<file path="config.mk">
export PLATFORM = sky130hd
export DESIGN_NAME = rr_arb_mux
export DESIGN_NICKNAME = d
export VERILOG_FILES = /design/src/rtl/rr_arb_mux.sv
export SDC_FILE = /design/constraint.sdc
export NUM_CORES = 1
export LEC_CHECK = 0
export BUFFER_PORTS_ARGS = -buffer_cell sky130_fd_sc_hd__buf_2
export CAP_MARGIN = 20
export CORE_ASPECT_RATIO = 1.2
export CORE_MARGIN = 3
export CORE_UTILIZATION = 43
export CTS_CLUSTER_DIAMETER = 80
export DETAILED_ROUTE_END_ITERATION = 8
export PLACE_DENSITY = 0.93
export SLEW_MARGIN = 20
export SYNTH_ARGS = -nofsm -noshare
export SYNTH_HDL_FRONTEND = slang
export SYNTH_SLANG_ARGS = --single-unit
</file>
<file path="constraint.sdc">
create_clock -name clk -period 3.25 [get_ports clk]
set_clock_uncertainty 0.05 [all_clocks]
set_input_delay 0.4875 -clock clk [delete_from_list [all_inputs] [get_ports clk]]
set_output_delay 0.4875 -clock clk [all_outputs]
set_load 0.01 [all_outputs]
</file>
<file path="src/rtl/rr_arb_mux.sv">
// N-channel arbitrated multiplexer: round-robin or fixed-priority grant feeding a
// registered output stage with valid/ready handshakes on both sides.
module rr_arb_mux #(
  parameter int unsigned WIDTH    = 32,
  parameter int unsigned CHANNELS = 4,
  parameter int unsigned SEL_W    = 2,
  parameter int unsigned MODE     = 0
) (
  input  logic                      clk,
  input  logic                      rst,
  input  logic [CHANNELS-1:0]       in_valid,
  input  logic [CHANNELS*WIDTH-1:0] in_data,
  output logic [CHANNELS-1:0]       in_ready,
  output logic                      out_valid,
  output logic [WIDTH-1:0]          out_data,
  output logic [SEL_W-1:0]          out_sel,
  input  logic                      out_ready
);

  logic [SEL_W-1:0]    ptr;
  logic                load_en;
  logic                found_lo, found_hi;
  logic [SEL_W-1:0]    lo_idx, hi_idx, win_idx;
  logic [CHANNELS-1:0] grant;
  logic [WIDTH-1:0]    sel_data;

  assign load_en = !out_valid || out_ready;

  // Rotating search split in two passes: first valid at/above ptr, else lowest valid overall.
  always_comb begin
    found_lo = 1'b0;
    found_hi = 1'b0;
    lo_idx   = '0;
    hi_idx   = '0;
    for (int unsigned i = 0; i < CHANNELS; i++) begin
      if (in_valid[i]) begin
        if (!found_lo) begin
          found_lo = 1'b1;
          lo_idx   = SEL_W'(i);
        end
        if (!found_hi && MODE == 0 && i >= 32'(ptr)) begin
          found_hi = 1'b1;
          hi_idx   = SEL_W'(i);
        end
      end
    end
    win_idx = found_hi ? hi_idx : lo_idx;
  end

  always_comb begin
    grant    = '0;
    sel_data = '0;
    for (int unsigned i = 0; i < CHANNELS; i++) begin
      if (found_lo && win_idx == SEL_W'(i)) begin
        grant[i] = 1'b1;
        sel_data = in_data[i*WIDTH +: WIDTH];
      end
    end
  end

  assign in_ready = (load_en && !rst) ? grant : '0;

  always_ff @(posedge clk or posedge rst) begin
    if (rst) begin
      out_valid <= 1'b0;
      out_data  <= '0;
      out_sel   <= '0;
      ptr       <= '0;
    end else if (load_en) begin
      if (found_lo) begin
        out_valid <= 1'b1;
        out_data  <= sel_data;
        out_sel   <= win_idx;
        if (MODE == 0)
          ptr <= (win_idx == SEL_W'(CHANNELS-1)) ? '0 : win_idx + SEL_W'(1);
      end else begin
        out_valid <= 1'b0;
      end
    end
  end

endmodule

</file>
* Yosys cells after proc, flatten, opt, wreduce, memory -nomap -nowiden
Index checks and enable logic that the tools add are counted.
** Operators by class
- Muxes and demuxes :: 35
- Reduce and logical (&&, ||, !) cells :: 14
- Order comparisons :: 3
- Eq/ne operators :: 3
- Add/subtract/negate cells :: 1
** Operators by type and width (count)
- $mux 32 :: 4
- $mux 1 :: 20
- $mux 2 :: 10
- $logic_and 1x1->1 :: 7
- $eq 2x2->1 const B :: 2
- $ge 1x2->1 const A :: 2
- $logic_not 1->1 :: 4
- $mux 4 :: 1
- $add 2x1->2 const B :: 1
- $eq 2x1->1 const B :: 1
- $ge 2x2->1 const A :: 1
- $logic_not 2->1 :: 1
- $reduce_and 2->1 :: 1
- $logic_or 1x1->1 :: 1
** Storage, ports and cells
- Input bits :: 135
- Word-level logic and storage cells :: 60
- Output and inout bits :: 39
- Flip-flop bits (word level) :: 37

* Logic depth before layout (Yosys ltp)
- Depth in word-level cells :: 20
- Mapped depth :: 12

* Least setup slack after synthesis
Ideal clock, no wire load.
- Kind :: register to output
- Start :: reg ptr[1]
- End :: out in_ready[0]
- Stages on the path, launching flop included :: 9
- Setup slack :: 0.720 ns
- Path buffers :: 2
- Data required time :: 2.712 ns
- Arrival time :: 1.992 ns
- Path through :: dfrtp_1 > clkbuf_1 > mux2_2 > a221oi_1 > inv_1 > ha_1 > and2_4 > buf_6 > and3_1
** On the way
- Word-level cells in the longest chain between the ends :: 18
** Ends and longest elaborated chain
- from (decl) :: line 20 : logic [SEL_W-1:0] ptr;
- from (signal assigned) :: line 75 : ptr <= (win_idx == SEL_W'(CHANNELS-1)) ? '0 : win_idx + SEL_W'(1);
- $ge 1x2->1 :: line 41 : if (!found_hi && MODE == 0 && i >= 32'(ptr)) begin
- $mux 1 :: line 41
- $mux 1 :: line 36 : if (in_valid[i]) begin
- $logic_not 1->1 :: line 41
- $logic_and 1x1->1 :: line 41
- $mux 1 :: line 41
- $mux 1 :: line 36
- $logic_not 1->1 :: line 41
- [... 2 more ...]
- $mux 2 / $mux 1 (equally long branches) :: line 36
- $mux 2 :: line 41
- $mux 2 :: line 36
- $mux 2 (*) :: line 47 : win_idx = found_hi ? hi_idx : lo_idx;
- $logic_not 2->1 (*) :: line 54 : if (found_lo && win_idx == SEL_W'(i)) begin
- $logic_and 1x1->1 (*) :: line 54
- $mux 1 (*) :: line 54
- $mux 4 (*) :: line 61 : assign in_ready = (load_en && !rst) ? grant : '0;
- to (decl) :: line 13 : output logic [CHANNELS-1:0] in_ready,
Mark *: on every way between the ends. The rest lies on a longest branch, timed or not.

* Worst setup path after layout
Same ends and word-level chain as after synthesis.

==> results.txt <==
----------------------------------------------------
[CTS]
  CTS Root Buffer Type ... clkbuf_8
  Maximum count of clock buffers along a single path ... 2
  TritonCTS clock tree ... built
  Clock-pin transition on the worst setup and hold timing paths ... about 70 ps
  Total clock buffers created by CTS ... 5
  Number of instances resized during post-cts repair ... 0
  Setup bufs post-CTS ... 0
  Number of buffers inserted for hold repair after clock tree synthesis ... 0
  Clock latency of the later-clocked register in the worst-skew pair ... 270 ps
  Maximum level of the CTS H-tree ... 2
  Sink count of the clock tree ... 37

[Routing]
  DRC Markers ... 0
  Average detailed-routed wire length per instance ... 16.3 um
  Total Routed Length ... 9.09 mm
  Final ANT Viol Nets ... 0
  First-pass DRT Iterations ... 4
  Via count normalized by instance count ... 5.68
  Detailed Route Iter0 Violations ... about 140
  Count of vias placed by the detailed router ... 3159

[Synthesis]
  Proportion of synthesized chip area in sequential cells ... between 30% and 40%
  Netlist area before placement ... about 2600 um2
  Net count after synthesis ... between 400 and 500
  Yosys warning total ... 0
  Distinct cell type count of the synthesized netlist ... 32
  Number of enable flip-flop cells after synthesis ... 0
  Proportion of synthesized flip-flops having asynchronous set or reset ... 100%
  Post-synthesis register bit count ... 37
  Post-synthesis area per instance ... 8.36 um2
  Commonest register cell after synthesis ... dfrtp_1
  Number of standard cells after synthesis ... 316

[Pwr]
  Power share of the sequential group ... between 30 and 40%
  Relative contribution of the clock network to total power ... 14.6%
  Static leakage ... about 0.0020 uW
  Cell Int Power ... 1290 uW
  Share of total power in combinational logic ... 51.7%
  Worst-case vdd ir drop ... 0.268 mV
  Cell Pwr Density ... 606 nW/um2
  Sw frac ... 41.1%
  Net switching power of the design ... approximately 900 uW

[Finish]
  NumNets Final ... 613
  Area of the multi-input gates ... between 1500 and 2000 um2
  Commonest non-fill, non-tap cell in the layout ... buf_2
  Number of fill cells ... 513
  Footprint of the flip-flops and latches ... just over 900 um2
  Count of inserted antenna diode cells ... 0
  Commonest cells after routing, fill and taps aside ... 173 x buf_2, 53 x and3_1, 37 x a21oi_1, 37 x dfrtp_1, 31 x nor2_1
  Synthesis-to-layout area growth ... 37.4%
  Final cell count without fillers ... roughly 560
  Fraction of final layout cells sized beyond drive strength 1 ... 45.6%

[Status]
  Status ... complete, no violations

[Floorplan]
  Row cnt ... 30
  Starting density of the core ... 45.4%
  Die Area ... approximately 7100 um2
  Core footprint ... 5820 um2
  Height of the die ... 91.9 um
  Die span in x ... between 70 and 80 um
  Number of primary I/O pins ... 174

[Critical path]
  Endpoint arrival time on the critical path ... 2470 ps
  Worst setup path category ... flop to primary output
  Slowest-stage cell, CP ... dfrtp_1
  Worst stage delay on the critical path ... 460 ps
  Chain of cells forming the critical path ... mux2_2, a221oi_1, inv_1, ha_1, and2_4, and3_1, buf_2
  Kind of capture point of the worst setup path ... primary output
  Worst Path Max Fanout ... 33
  Critical Path Start Type ... flop
  Worst EP required ... 2710 ps

[Global route]
  Maximum number of pins on one net before global-route repair ... 34
  Leftover overflow at the end of global routing ... 0
  Met2 track demand over resource in global routing ... 45.2%
  Number of antenna violations at the first check in global routing ... 0
  Met1 global-route usage ... 27.8%
  First-pass GRT wire length ... 14.4 mm
  Global routing's busiest layer ... met2
  Tot GR Track Use ... 24.8%
  Met3 track utilization from global routing ... 4.32%
  Via count of the first global-routing pass ... 3225

[Placed design]
  Placed cells ... about 550
  Final estimated routing congestion in global placement ... roughly 0.82
  Dpl hpwl ... roughly 7 mm
  Count of port buffers added during placement ... 173

[STA]
  Unrepaired setup endpoints after global routing ... no
  Post-layout minimum cycle time ... 3010 ps
  Worst Max-Slew Pin Slew ... 1070 ps
  Portion of the clock cycle consumed by the worst path in the final layout ... 92.5%
  Relative max-transition margin ... 28.2%
  Total setup violations reported at the end of the flow ... 0
  Final hold violation count ... 0
  Pins Over Slew Limit ... 0
  Fin Setup TNS ... 0 ps
  Highest attainable clock frequency ... about 330 MHz

[Min path]
  Hold WC Path Type ... input pin to asynchronous set/reset pin

[Job]
  Number of max-capacitance violations reported ... 0

----------------------------------------------------
[through the flow]
stage | power, uW | hold WS (ps) | setup WS [ps] | utilization (%) | area (um2)
3_3_place_gp | 1830 | 414 | 567 | 60.9 | 3540
2_1_floorplan | 1470 | 465 | 720 | - | 2640
5_1_grt | 2360 | 212 | 121 | 62.4 | 3630
6_report | 2200 | 179 | 243 | 62.4 | 3630
3_5_place_dp | 1890 | 418 | 478 | 60.9 | 3540
4_1_cts | 2210 | 172 | 252 | 62.4 | 3630
[final cells by class]
cell class / instances / share of cell area [%]
Tap cell: 80 / 2.76
Multi-Input combinational cell: 235 / 41.9
Inverter: 13 / 1.34
Sequential cell: 37 / 25.5
Timing Repair Buffer: 184 / 26.1
Clock buffer: 7 / 2.38
[registers in the layout (all words and copies together) (netlist names)]
name	flops
out_data	32
ptr	2
out_valid	1
out_sel	2
[worst max-delay path: cells and delay by family (launching register included)]
kind            cells  cell delay [ps]
buf+inv             2              230
simple gates        2              460
fa+ha+maj           1              210
flops               1              460
mux                 1              370
compound gates      1              460
[power by group through the flow]
stage	Clock [uW]	Sequential, uW	Combinational (uW)
6_report	320	741	1140
5_1_grt	348	764	1240
4_1_cts	330	740	1140
3_5_place_dp	0	748	1140
3_3_place_gp	0	740	1090
2_1_floorplan	0	816	655
[cells by family (layout without fill, tap and decap cells)]
| kind of cell | after synthesis | after routing | share of synthesized area, % |
|---|---|---|---|
| AND/OR/NAND/NOR | 126 | 126 | 25.4 |
| buffers and inverters | 44 | 204 | 7.58 |
| multiplexers | 1 | 1 | 0.426 |
| flip-flops | 37 | 37 | 35.0 |
| adder cells (fa/ha/maj) | 2 | 2 | 0.947 |
| AO/OA/AOI/OAI | 106 | 106 | 30.6 |
[synthesized netlist by cell type, types with 10 or more instances]
library cell / n / area (um2)
a211oi_2: 20 / 250
buf_2: 10 / 50.1
nor2_1: 31 / 116
a21oi_1: 37 / 185
nand2_1: 14 / 52.6
inv_1: 13 / 48.8
clkbuf_1: 18 / 67.6
dfrtp_1: 37 / 926
and3_1: 53 / 332
o31ai_1: 26 / 195
[per-layer routing]
metal	up-vias	routed length (um)
li1	1488	-
met5	-	0
met4	0	250
met3	24	646
met2	174	4810
met1	1473	3380
[worst paths after layout]
path | to | depth (start not counted) | slack [ps] | from
min in group clk | out_data[7] | 2 | 440 | out_data[7]
hold / removal | out_data[6] | 3 | 180 | rst
hold reg to reg | out_data[7] | 2 | 440 | out_data[7]
setup / recovery | in_ready[0] | 7 | 240 | ptr[1]
setup reg to reg | out_data[23] | 8 | 660 | ptr[1]
max in group asynchronous | out_data[30] | 4 | 2400 | rst
(Power assumes the default switching activity.)
